$ cat src/rtl/vga_timing_gen.sv
// ============================================================================
//  Module   : vga_timing_gen
//  Brief    : VGA raster timing with upstream pixel request and latency-aligned
//             sync/blank/RGB output register.
//  Revision : 1.0 - initial release
// ============================================================================
`timescale 1ns/1ps
`default_nettype none

module vga_timing_gen #(
    parameter int   H_ACTIVE = 640,
    parameter int   H_FP     = 16,
    parameter int   H_SYNC   = 96,
    parameter int   H_BP     = 48,
    parameter int   V_ACTIVE = 480,
    parameter int   V_FP     = 10,
    parameter int   V_SYNC   = 2,
    parameter int   V_BP     = 33,
    parameter int   PIX_LAT  = 2,
    parameter logic SYNC_POL = 1'b0
) (
    input  logic       clk_clk,
    input  logic       reset_reset_n,
    input  logic       enable,
    output logic [9:0] pixel_x,
    output logic [9:0] pixel_y,
    output logic       pixel_req,
    input  logic [7:0] red_in,
    input  logic [7:0] green_in,
    input  logic [7:0] blue_in,
    output logic [7:0] red_out,
    output logic [7:0] green_out,
    output logic [7:0] blue_out,
    output logic       hs_out,
    output logic       vs_out,
    output logic       blank_n,
    output logic       frame_start
);

    localparam int          c_H_TOT    = H_ACTIVE + H_FP + H_SYNC + H_BP;
    localparam int          c_V_TOT    = V_ACTIVE + V_FP + V_SYNC + V_BP;
    localparam logic [9:0]  c_H_LAST   = 10'(c_H_TOT - 1);
    localparam logic [9:0]  c_V_LAST   = 10'(c_V_TOT - 1);
    // 11-bit bounds so a sync window ending exactly at 1024 still compares correctly
    localparam logic [10:0] c_H_ACT    = 11'(H_ACTIVE);
    localparam logic [10:0] c_HS_BEG   = 11'(H_ACTIVE + H_FP);
    localparam logic [10:0] c_HS_END   = 11'(H_ACTIVE + H_FP + H_SYNC);
    localparam logic [10:0] c_V_ACT    = 11'(V_ACTIVE);
    localparam logic [10:0] c_VS_BEG   = 11'(V_ACTIVE + V_FP);
    localparam logic [10:0] c_VS_END   = 11'(V_ACTIVE + V_FP + V_SYNC);

    // Delay-line word layout
    localparam int c_B_ACT   = 0;
    localparam int c_B_HS    = 1;
    localparam int c_B_VS    = 2;
    localparam int c_B_FIRST = 3;

    logic [9:0]  r_h_cnt;
    logic [9:0]  r_v_cnt;
    logic [10:0] w_h;
    logic [10:0] w_v;
    logic        w_active;
    logic        w_hs_raw;
    logic        w_vs_raw;
    logic        w_first;
    logic        w_req;
    logic [3:0]  w_stage0;
    logic [3:0]  w_dly;

    always_ff @(posedge clk_clk) begin
        if (!reset_reset_n) begin
            r_h_cnt <= '0;
            r_v_cnt <= '0;
        end else if (enable) begin
            if (r_h_cnt == c_H_LAST) begin
                r_h_cnt <= '0;
                r_v_cnt <= (r_v_cnt == c_V_LAST) ? 10'd0 : r_v_cnt + 10'd1;
            end else begin
                r_h_cnt <= r_h_cnt + 10'd1;
            end
        end
    end

    assign w_h      = {1'b0, r_h_cnt};
    assign w_v      = {1'b0, r_v_cnt};
    assign w_active = (w_h < c_H_ACT) && (w_v < c_V_ACT);
    assign w_hs_raw = (w_h >= c_HS_BEG) && (w_h < c_HS_END);
    assign w_vs_raw = (w_v >= c_VS_BEG) && (w_v < c_VS_END);
    assign w_first  = (r_h_cnt == 10'd0) && (r_v_cnt == 10'd0);
    assign w_req    = w_active & enable;

    assign pixel_req = w_req;
    assign pixel_x   = w_req ? r_h_cnt : 10'd0;
    assign pixel_y   = w_req ? r_v_cnt : 10'd0;

    // A frozen raster feeds idle words so the pipeline drains to blank
    assign w_stage0 = enable ? {w_first, w_vs_raw, w_hs_raw, w_active} : 4'd0;

    if (PIX_LAT > 0) begin : g_delay
        logic [3:0] r_dl [PIX_LAT];

        always_ff @(posedge clk_clk) begin
            if (!reset_reset_n) begin
                r_dl <= '{default: '0};
            end else begin
                r_dl[0] <= w_stage0;
                for (int i = 1; i < PIX_LAT; i++) begin
                    r_dl[i] <= r_dl[i-1];
                end
            end
        end

        assign w_dly = r_dl[PIX_LAT-1];
    end else begin : g_no_delay
        assign w_dly = w_stage0;
    end

    always_ff @(posedge clk_clk) begin
        if (!reset_reset_n) begin
            red_out     <= '0;
            green_out   <= '0;
            blue_out    <= '0;
            hs_out      <= ~SYNC_POL;
            vs_out      <= ~SYNC_POL;
            blank_n     <= 1'b0;
            frame_start <= 1'b0;
        end else begin
            red_out     <= w_dly[c_B_ACT] ? red_in   : 8'd0;
            green_out   <= w_dly[c_B_ACT] ? green_in : 8'd0;
            blue_out    <= w_dly[c_B_ACT] ? blue_in  : 8'd0;
            hs_out      <= w_dly[c_B_HS] ? SYNC_POL : ~SYNC_POL;
            vs_out      <= w_dly[c_B_VS] ? SYNC_POL : ~SYNC_POL;
            blank_n     <= w_dly[c_B_ACT];
            frame_start <= w_dly[c_B_FIRST];
        end
    end

endmodule

`default_nettype wire
$ cat config.mk
export PLATFORM = sky130hd
export DESIGN_NAME = vga_timing_gen
export DESIGN_NICKNAME = d
export VERILOG_FILES = /design/src/rtl/vga_timing_gen.sv
export SDC_FILE = /design/constraint.sdc
export NUM_CORES = 1
export LEC_CHECK = 0
export ABC_AREA = 1
export BUFFER_PORTS_ARGS = -buffer_cell sky130_fd_sc_hd__buf_2
export CORE_MARGIN = 1.5
export CORE_UTILIZATION = 27
export CTS_CLUSTER_SIZE = 25
export DETAILED_ROUTE_END_ITERATION = 7
export GPL_TIMING_DRIVEN = 0
export SLEW_MARGIN = 20
export SYNTH_ARGS = -nofsm -noshare
export SYNTH_HDL_FRONTEND = slang
export SYNTH_SLANG_ARGS = --single-unit
$ cat constraint.sdc
create_clock -name clk_clk -period 1.8 [get_ports clk_clk]
set_input_delay 0.36 -clock clk_clk [delete_from_list [all_inputs] [get_ports clk_clk]]
set_output_delay 0.36 -clock clk_clk [all_outputs]
set_load 0.005 [all_outputs]
-- Yosys cells after proc, flatten, opt, wreduce, memory -nomap -nowiden
Index checks and enable logic that the tools add are counted.
- output and inout port bits: 49
- logic and storage cells: 37
- input bits: 27
- register bits: 56
- equal/unequal tests: 2
- order comparisons: 6
- multiplexer cells: 6
- reduce and logical (&&, ||, !) cells: 9
- bitwise logic cells: 1
- $add $sub $neg: 2
- operators by type and width (cell ; count):
    $mux W10 ; 4
    $add A10 B1 Y10 const B ; 2
    $eq A10 B10 Y1 const B ; 2
    $logic_not A10 Y1 ; 2
    $lt A10 B10 Y1 const B ; 2
    $lt A10 B9 Y1 const B ; 2
    $ge A10 B10 Y1 const B ; 1
    $ge A10 B9 Y1 const B ; 1
    $reduce_and A2 Y1 ; 3
    $logic_and A1 B1 Y1 ; 4
    $mux W1 ; 2
    $and A1 B1 Y1 ; 1

-- Longest topological paths before layout
- depth in word-level cells: 4
- gate-level depth with buffers: 9
- depth with buffers taken out: 9

-- Worst setup path after synthesis
No wires, ideal clock.
- path kind: register to output
- from: register r_v_cnt[5]
- to: output port pixel_x[8]
- setup slack: 0.341 ns
- required time: 1.440 ns
- data arrival time: 1.099 ns
- stages on the path, launching flop included: 9
- buffers on the path: 1
- path through: dfxtp_1 nand2_2 nor2_2 nand2_2 nand4_2 nor2_4 inv_4 buf_6 nor2_1
- longest elaborated chain between the ends: 4
- ends and longest elaborated chain (element ; line ; RTL):
    from (decl) ; 59 ; logic [9:0] r_v_cnt;
    from (signal assigned) ; 77 ; r_v_cnt <= (r_v_cnt == c_V_LAST) ? 10'd0 : r_v_cnt + 10'd1;
    $lt A10 B9 Y1 ; 86 ; assign w_active = (w_h < c_H_ACT) && (w_v < c_V_ACT);
    $logic_and A1 B1 Y1 ; 86 ;
    $and A1 B1 Y1 ; 90 ; assign w_req = w_active & enable;
    named net pixel_req ; 27 ; output logic pixel_req,
    $mux W10 ; 93 ; assign pixel_x = w_req ? r_h_cnt : 10'd0;
    to (decl) ; 25 ; output logic [9:0] pixel_x,
The timed path passes the listed nets, and every way through them passes these cells.

-- Worst setup path in the final report
- from: register r_v_cnt[5]
- to: output port pixel_x[1]
- longest elaborated chain between the ends: 4
- ends and longest elaborated chain (element ; line):
    $lt A10 B9 Y1 ; 86
    $logic_and A1 B1 Y1 ; 86
    $and A1 B1 Y1 ; 90
    $mux W10 ; 93
Every way passes these cells.

==> results_dict.tcl <==
set metrics [dict create \
    port_buffers 74 \
    pre_cts_slack_ns 0.0364 \
    rsz0062_at_grt "true" \
    p_clk_share_pct 34.0 \
    core_area_um2 8260 \
    clock_skew_ns 0.00976 \
    final_max_slew_viol_count 0 \
    die_height_um 95.5 \
    p_seq_share_pct 58.8 \
    antenna_found_initial 0 \
    rr_startpoint "r_h_cnt[0]" \
    cts_tree "built" \
    vias_per_cell 4.18 \
    drc_errors 0 \
    synth_flop_cell "dfxtp_1" \
    ctsHoldBuffers 0 \
    fin_ws_ns -0.0823 \
    clock_latency_ns 0.31 \
    start_util_pct 28.0 \
    synthesis.nets 354 \
    drive_gt1_share_pct 31.7 \
    grt_overflow 0 \
    cts_buffers 5 \
    crit_type "reg2out" \
    cp_slowest_cell "dfxtp_4" \
    die_width_um 95.5 \
    setup_viol 16 \
    hp-class "in2reg" \
    power.internal_uw 1640 \
    pwr-share-comb_pct 7.2 \
    clockBufferDepth 2 \
    track_usage_pct 12.8 \
    cp_common_cell "nor2_4" \
    cp_top_family "simple AND/OR/NAND/NOR gates" \
    cp_cell_sequence "nand2_4 -> nor2_4 -> nand2_2 -> nand4_4 -> nor2_4 -> inv_4 -> buf_12 -> nor2_4 -> buf_2" \
    clock-sinks 56 \
    clk_pin_slew_worst_paths_ns 0.11 \
    critPathLaunch "r_v_cnt[5]" \
    drtPass1Iterations 4 \
    peakVddDrop_uv 295 \
    cp.required_ns 1.44 \
    power.density_nw_per_um2 684 \
    rrSetupSlack_ns 0.21 \
    synth_most_common_cell "nor2_1" \
    antenna_cells 0 \
    nets 446 \
    first_iter_violations 62 \
    synthTopCellsByArea "dfxtp_1, nor2_1, inv_1, nand2_1, nand3_1" \
    r2r_cells 8 \
    leakage_uw 0.00166 \
    critPathCaptureType "primary output" \
    fmax_ghz 0.531 \
    synth_area_leader_cell "dfxtp_1" \
    startpoint_type "register" \
    gp_congestion 0.822 \
    path_max_fanout 6 \
    critPathBufInv 3 \
    ant_nets 0 \
    num_vias 2178 \
    grt_pass1_wl_um 9180 \
    ys_async_sr_fraction_pct 0 \
    yosysTopAreaCellShare_pct 48.5 \
    status "finished with violations" \
    cts_root_buf "clkbuf_8" \
    num_rows 33 \
    synthCells 323 \
    violations "setup timing" \
    yosys_warnings 0 \
    synth.avg_cell_area_um2 7.15 \
    die_area_um2 9120 \
    min_from "green_in[1]" \
    p_sw_uw 505 \
    fin_crit_ns 1.88 \
    dpl.hpwl_um 3970 \
    maxCapViolations 0 \
    synth_edf_count 0 \
    slowest_delay_ns 0.37 \
    stdcell_area_um2 3140 \
    hold_path_end "green_out[1]" \
    place_area_um2 2810 \
    hold_depth 3 \
    cp_data_arrival_time_ns 1.52 \
    grt_max_degree 18 \
    synth-seq-cells 56 \
    synth_commonest_cells "nor2_1, inv_1, nand2_1, dfxtp_1, nand3_1" \
    area_delta_synth_final_pct 35.8 \
    grt_pass1_vias 2050 \
    layout.cells.non_filler 521 \
    dp.cells 502 \
    period_share_pct 105 \
    swShare_pct 23.5 \
    wl_per_cell_um 10.8 \
    synth_cell_type_count 27 \
    htree_num_levels 2 \
    pin_count 76 \
    finalHoldViolCount 0 \
    r2r_end "r_v_cnt[8]" \
    synth_area_um2 2310 \
    ys_seq_area_share_pct 48.5 \
    drt_wl_total_um 5610 \
]
==> layer usage <==
| metal | global-route usage (%) | up-vias | share of wire (%) |
|---|---|---|---|
| met4 | 4.53 | 0 | 1.2 |
| li1 | - | 1141 | - |
| met3 | 3.43 | 8 | 9.1 |
| met1 | 15.7 | 943 | 47 |
| met5 | 0 | - | 0 |
| met2 | 21.6 | 86 | 43 |
==> what timing repair did <==
action / in CTS / in global routing
gates cloned: 1 / 0
setup endpoints to repair: 20 / 19
resized for setup: 24 / 15
pin swaps: 3 / 3
setup buffers: 7 / 3
hold endpoints to repair: 0 / 0
==> flip-flops by register name, summed over array words and instances, names as in the netlist <==
signal	flops
blue_out	8
red_out	8
hs_out	1
vs_out	1
frame_start	1
green_out	8
r_h_cnt	10
blank_n	1
g_delay.r_dl	4
r_v_cnt	10
w_dly	4
==> cell usage in the layout, fill, tap and decap left out <==
cell type  synthesis  layout
o21ai_0            3       3
nor4_1             2       2
nand3b_1           2       2
nand2_2            5       5
clkbuf_8           0       6
dfxtp_2            0       4
nand3_1           11      11
clkinv_2           0       1
buf_4              1      10
inv_1             63      62
nand2_1           62      61
nor2_4             1      10
conb_1             1       1
o211ai_1           1       1
buf_6              2       2
buf_2              1      74
a21oi_1            6       6
xor2_1             4       4
buf_8              0       1
nand3_2            1       1
nor2_1            76      62
nor3_1             5       5
nor2_2             4       9
buf_16             0       1
inv_2              1       2
inv_6              0       1
clkbuf_1           2       2
nand4_1            6       6
nand2_4            0       1
o22ai_1            1       1
nand4_4            0       1
buf_12             0       1
dfxtp_4            0       1
ha_1               4       4
inv_4              1       1
dfxtp_1           56      51
==> worst max path at each step <==
stage | to | slack [ns] | depth (start not counted)
2_1_floorplan | pixel_x[8] | 0.34 | 8
3_3_place_gp | pixel_y[2] | 0.02 | 9
3_5_place_dp | pixel_y[2] | 0.04 | 9
4_1_cts | pixel_x[1] | -0.12 | 9
5_1_grt | pixel_y[6] | -0.17 | 9
6_report | pixel_x[1] | -0.08 | 9
==> stage by stage <==
step	total power, uW	hold slack, ns	setup TNS (ns)	utilization, %
global route	2260	0.232	-2.53	38.0
floorplan	1360	0.343	0	-
detailed placement	1420	0.353	0	34.1
global placement	1420	0.346	0	34.1
CTS	2170	0.239	-1.65	37.0
finish	2150	0.254	-0.855	38.0
==> cells by family after synthesis <==
| family | Yosys count | synth area share [%] |
|---|---|---|
| and+or+nand+nor | 176 | 32.6 |
| DFF | 56 | 48.5 |
| other | 1 | 0.162 |
| xor gates and xnor gates | 4 | 1.52 |
| buffers and inverters | 71 | 12.5 |
| AOI/OAI and AO/OA | 11 | 2.54 |
| adders and majority gates | 4 | 2.17 |
==> worst register-to-register path, delay by kind of cell (launching register included) <==
| family | cells | cell delay (ns) |
|---|---|---|
| DFF | 1 | 0.39 |
| adders and majority gates | 1 | 0.21 |
| and+or+nand+nor | 7 | 0.89 |
==> power by group through the flow <==
stage,combinational [uW],sequential (uW),clock (uW)
2_1_floorplan,67.2,1290,0
3_3_place_gp,128,1290,0
3_5_place_dp,127,1290,0
4_1_cts,146,1260,766
5_1_grt,174,1270,825
6_report,154,1260,730
==> layout make-up <==
cell class	instances	area, um^2
Fill cell	876	5120
Sequential cell	56	1130
Multi-Input combinational cell	196	997
Timing Repair Buffer	85	492
Inverter	65	246
Tap cell	105	131
Clock buffer	6	82.6
Buffer	6	46.3
Clock inverter	2	13.8
Note: power is estimated with default switching activity, not from simulation.
